--- src/rtl/regfile_wb_ctrl.sv ---
// Register-file writeback controller: merges ALU and buffered LSU results onto the
// single RD write port and tracks pending writes. Optional feature: WB_FORWARD_EN.
`default_nettype none

module regfile_wb_ctrl #(
    parameter int LSU_FIFO_DEPTH = 4
) (
    input  logic        clk,
    input  logic        rst_n,
    input  logic        iss_valid,
    input  logic [4:0]  iss_rd,
    input  logic        alu_valid,
    input  logic [4:0]  alu_rd,
    input  logic [31:0] alu_data,
    input  logic        lsu_valid,
    output logic        lsu_ready,
    input  logic [4:0]  lsu_rd,
    input  logic [31:0] lsu_data,
    output logic [4:0]  rd_addr,
    output logic [31:0] rd_data,
    input  logic [4:0]  ra_addr,
    input  logic [4:0]  rb_addr,
    output logic        ra_busy,
    output logic        rb_busy
`ifdef WB_FORWARD_EN
    ,
    output logic        ra_fwd,
    output logic        rb_fwd
`endif
);

    localparam int AW = (LSU_FIFO_DEPTH > 1) ? $clog2(LSU_FIFO_DEPTH) : 1;
    localparam int CW = AW + 1;
    localparam logic [CW-1:0] FULL_COUNT = CW'(LSU_FIFO_DEPTH);

    logic [4:0]    r_fifo_rd   [LSU_FIFO_DEPTH];
    logic [31:0]   r_fifo_data [LSU_FIFO_DEPTH];
    logic [AW-1:0] r_wr_ptr;
    logic [AW-1:0] r_rd_ptr;
    logic [CW-1:0] r_count;

    logic [4:0]    r_rd_addr;
    logic [31:0]   r_rd_data;
    logic [31:0]   r_sb;

    logic          w_full;
    logic          w_empty;
    logic          w_push;
    logic          w_pop;
    logic          w_sel_valid;
    logic [4:0]    w_sel_rd;
    logic [31:0]   w_sel_data;
    logic [31:0]   w_sb_set;
    logic [31:0]   w_sb_clr;
    logic [31:0]   w_sb_next;

    // ------------------------------------------------------------------
    // LSU result buffer
    // ------------------------------------------------------------------
    assign w_full    = (r_count == FULL_COUNT);
    assign w_empty   = (r_count == '0);
    assign lsu_ready = !w_full;
    assign w_push    = lsu_valid && !w_full;
    // The ALU has no back-pressure, so the buffer only drains on ALU-idle cycles.
    assign w_pop     = !alu_valid && !w_empty;

    // NOTE: storage is not reset; only pointers/count define validity, and a
    // reset-free array maps onto plain RAM/flops without a reset tree.
    always_ff @(posedge clk) begin
        if (w_push) begin
            r_fifo_rd[r_wr_ptr]   <= lsu_rd;
            r_fifo_data[r_wr_ptr] <= lsu_data;
        end
    end

    // NOTE: all sequential state uses non-blocking assignments so every flop
    // samples pre-edge values regardless of block evaluation order.
    always_ff @(posedge clk or negedge rst_n) begin
        if (!rst_n) begin
            r_wr_ptr <= '0;
            r_rd_ptr <= '0;
            r_count  <= '0;
        end else begin
            if (w_push) begin
                r_wr_ptr <= r_wr_ptr + 1'b1;
            end
            if (w_pop) begin
                r_rd_ptr <= r_rd_ptr + 1'b1;
            end
            case ({w_push, w_pop})
                2'b10:   r_count <= r_count + 1'b1;
                2'b01:   r_count <= r_count - 1'b1;
                default: r_count <= r_count;
            endcase
        end
    end

    // ------------------------------------------------------------------
    // Writeback source selection: ALU first, then buffered LSU result
    // ------------------------------------------------------------------
    // NOTE: every always_comb output gets a default first so no path can infer a latch.
    always_comb begin
        w_sel_valid = 1'b0;
        w_sel_rd    = 5'd0;
        w_sel_data  = r_rd_data;
        if (alu_valid) begin
            w_sel_valid = 1'b1;
            w_sel_rd    = alu_rd;
            w_sel_data  = alu_data;
        end else if (!w_empty) begin
            w_sel_valid = 1'b1;
            w_sel_rd    = r_fifo_rd[r_rd_ptr];
            w_sel_data  = r_fifo_data[r_rd_ptr];
        end
    end

    // Idle cycles present rd_addr=0 (no write) but keep the last data.
    always_ff @(posedge clk or negedge rst_n) begin
        if (!rst_n) begin
            r_rd_addr <= 5'd0;
            r_rd_data <= 32'd0;
        end else begin
            r_rd_addr <= w_sel_rd;
            if (w_sel_valid) begin
                r_rd_data <= w_sel_data;
            end
        end
    end

    assign rd_addr = r_rd_addr;
    assign rd_data = r_rd_data;

    // ------------------------------------------------------------------
    // Pending-write scoreboard
    // ------------------------------------------------------------------
    always_comb begin
        w_sb_set = 32'd0;
        w_sb_clr = 32'd0;
        if (iss_valid) begin
            w_sb_set[iss_rd] = 1'b1;
        end
        // The register presented this cycle is committed by the regfile at this edge.
        w_sb_clr[r_rd_addr] = 1'b1;
        // A new issue to the same register outlives the older writeback.
        w_sb_next    = (r_sb & ~w_sb_clr) | w_sb_set;
        w_sb_next[0] = 1'b0;
    end

    always_ff @(posedge clk or negedge rst_n) begin
        if (!rst_n) begin
            r_sb <= 32'd0;
        end else begin
            r_sb <= w_sb_next;
        end
    end

`ifdef WB_FORWARD_EN
    logic w_ra_hit;
    logic w_rb_hit;

    // The reader picks rd_data in the presenting cycle instead of stalling on it.
    assign w_ra_hit = (r_rd_addr == ra_addr) && (ra_addr != 5'd0);
    assign w_rb_hit = (r_rd_addr == rb_addr) && (rb_addr != 5'd0);
    assign ra_busy  = r_sb[ra_addr] && !w_ra_hit;
    assign rb_busy  = r_sb[rb_addr] && !w_rb_hit;
    assign ra_fwd   = w_ra_hit;
    assign rb_fwd   = w_rb_hit;
`else
    assign ra_busy  = r_sb[ra_addr];
    assign rb_busy  = r_sb[rb_addr];
`endif

endmodule

`default_nettype wire

--- config.mk ---
export PLATFORM = sky130hd
export DESIGN_NAME = regfile_wb_ctrl
export DESIGN_NICKNAME = d
export VERILOG_FILES = /design/src/rtl/regfile_wb_ctrl.sv
export SDC_FILE = /design/constraint.sdc
export NUM_CORES = 1
export LEC_CHECK = 0
export CAP_MARGIN = 20
export CORE_UTILIZATION = 50
export DETAILED_ROUTE_END_ITERATION = 8
export PLACE_DENSITY = 0.76
export SETUP_SLACK_MARGIN = 0.05
export SLEW_MARGIN = 20
export SYNTH_ARGS = -nofsm -noshare
export SYNTH_HDL_FRONTEND = slang
export SYNTH_SLANG_ARGS = --single-unit
--- constraint.sdc ---
create_clock -name clk -period 2.9 [get_ports clk]
set_input_delay 0.58 -clock clk [delete_from_list [all_inputs] [get_ports clk]]
set_output_delay 0.58 -clock clk [all_outputs]
set_load 0.01 [all_outputs]
==> impl_metrics.toml <==
[status]
status = "finished clean"

[floorplan]
die_x_um = 138
ioPinCount = 134
die_y_um = 138
die_area_um2 = 19000
core_area_um2 = 18000
core.rowCount = 49
start_util_pct = 51.2

[power]
p_sw_share_pct = 29.8
power_switching_uw = 3290
seq_power_share_pct = 45.5
p_int_uw = 7750
p_comb_share_pct = 29.2
p_leak_uw = 0.00422
powerDensity_nw_per_um2 = 946
clockPowerShare_pct = 25.3
peakVddDrop_mv = 0.551

[final_layout]
final_cells = 973
drive_gt1_share_pct = 15.2
fillCellCount = 1302
multiInputGateArea_um2 = 2740
n_antenna_cell = 0
final_nets = 827
final_common_cell = "edfxtp_1"
final-seq-area_um2 = 6320
final_cell_mix = "148 x edfxtp_1, 125 x clkdlybuf4s50_1, 91 x o21ai_0"
syn_to_final_growth_pct = 26.5

[critical_path]
r2r-end = "r_count[2]"
rrSetupSlack_ns = 0.74
worstReg2RegStart = "r_count[0]"
critPathLaunch = "ra_addr[0]"
worstSetupPathType = "in -> out"
arrival_ns = 2.08
crit_path_start_kind = "input port"
rr_worst_depth = 10
worst-path-max-fanout = 4
crit_required_ns = 2.32
end_kind = "primary output"

[synth]
dominantRegCellSynth = "edfxtp_1"
synth_xor_area_share_pct = 0.570
ys_types = 38
synth_top_family_by_area = "multiplexers"
synth_area_um2 = 9220
synth-edff-count = 148
yosys.area_share.adder_pct = 0.895
synthArstFlopShare_pct = 33.6
syn_inst = 572
synth-seq-cells = 223
yosys.area_share.simple_pct = 5.30
synth_compound_area_share_pct = 6.74
yosys_warnings = 0
synth_nets = 672
synth_area_per_cell_um2 = 16.1
synth_mux_area_share_pct = 16.2
ys_seq_area_share_pct = 68.5

[timing]
clock_skew_ns = 0.0112
relSlewSlack_pct = 53.0
fin_setup_tns_ns = 0
slew_violations = 0
hold_viol = 0
tightest_slew_ns = 0.705
setup-violations-final = 0
period_needed_ns = 2.66
rsz0062_at_grt = "no"
period_share_pct = 91.8
fmax_mhz = 376

[grt]
grtUsageTotal_pct = 22.0
antenna_found_initial = 0
grt.overflow.total = 0
grt_pass1_wl_mm = 31.2
grt_max_degree = 65
first_global_vias = 5947

[placement]
place.gp.congestion = 0.815
dp_hpwl_mm = 13.3
dp_cells = 931
numPortBuffers = 133

[routing]
dr.pass1.iters = 4
routedWlPerCell_um = 20.5
final_antenna_net_count = 0
post-route-drc-count = 0
via_per_inst = 5.73
wirelength_mm = 19.9
via_count = 5571
dr.first_iter.drc_count = 245

[clock_network]
cts_buffers = 23
clk-insertion-delay-late_ns = 0.50
clk_pin_slew_ns = 0.06
htreeDepth = 1
numClockSinks = 223
cts_tree = "built"
root_buffer = "clkbuf_16"
clockBufferDepth = 3

[flow_run]
max_cap_viol_count = 0

[hold_path]
min_path_type = "in -> async"
-- registers in the layout (all words and copies together) (netlist names) --
name,flops
r_fifo_data,128
rd_data,32
r_sb,31
r_fifo_rd,20
rd_addr,5
r_count,3
r_rd_ptr,2
r_wr_ptr,2
-- routing by layer --
layer | vias to the layer above | track usage [%] | part of all wire, %
met5 | - | 0 | 0
met4 | 0 | 6.22 | 1.7
met3 | 29 | 4.56 | 6.1
met2 | 176 | 38.3 | 51
met1 | 2835 | 27.8 | 41
li1 | 2531 | - | -
-- power by group through the flow --
stage          Sequential [µW]  Clock, µW  Combinational [µW]
2_1_floorplan             4920          0                1900
3_3_place_gp              5010          0                3170
3_5_place_dp              5090          0                3260
4_1_cts                   5030       2850                3270
5_1_grt                   5140       2960                3520
6_report                  5030       2790                3220
-- repair_timing --
item | CTS | global route
endpoints found under the setup margin | 2 | 0
gates resized for setup | 6 | 0
setup buffers | 0 | 0
hold buffers | 0 | 0
-- kinds of logic after synthesis --
kind of cell               count (synthesis)
and+or+nand+nor                           94
xor gates and xnor gates                   6
buffers and inverters                     33
adders and majority gates                  6
DFF                                      223
muxes                                     95
AOI/OAI and AO/OA                        115
-- cell usage after synthesis (all sizes together) (8+ instances only) --
master	count	area, µm²
dfrtp	75	1880
nand3	12	60.1
mux4	43	968
clkbuf	9	35.0
edfxtp	148	4440
nand2	39	146
nor2	9	36.3
o21ai	94	470
buf	16	100
inv	8	30.0
nand3b	8	60.1
mux2i	51	510
-- metrics by stage --
stage	area (µm²)	setup WS (ns)	utilization, %	hold slack [ns]	total power (µW)
after floorplan	9220	0.681	-	0.284	6820
after global placement	11000	-0.220	60.8	0.461	8180
after detailed placement	11000	-0.255	60.8	0.471	8350
after CTS	11700	0.219	64.7	0.102	11100
after global routing	11700	0.0969	64.7	0.120	11600
final	11700	0.239	64.7	0.0820	11000
-- worst max-delay path, cell delays in order --
cell and delay, ns:
dlygate4sd2_1 0.33, mux4_2 0.53, nand2b_1 0.15, o2111ai_1 0.10, nand4_1 0.09, dlygate4sd2_1 0.30
-- layout make-up --
type | instances | area share [%]
clock buffer | 28 | 5.09
timing repair buffer | 155 | 13.4
inverter | 8 | 0.257
sequential | 223 | 54.2
tap | 229 | 2.46
multi-input combinational | 316 | 23.5
clock inverter | 14 | 1.06
-- worst max path at each step --
stage,to,cells past startpoint,slack (ns)
CTS,ra_busy,6,0.22
global placement,ra_busy,6,-0.22
global route,ra_busy,6,0.1
floorplan,r_count[2],9,0.68
finish,ra_busy,6,0.24
detailed placement,rb_busy,6,-0.26
No activity file was read; power rests on OpenSTA's default activity.
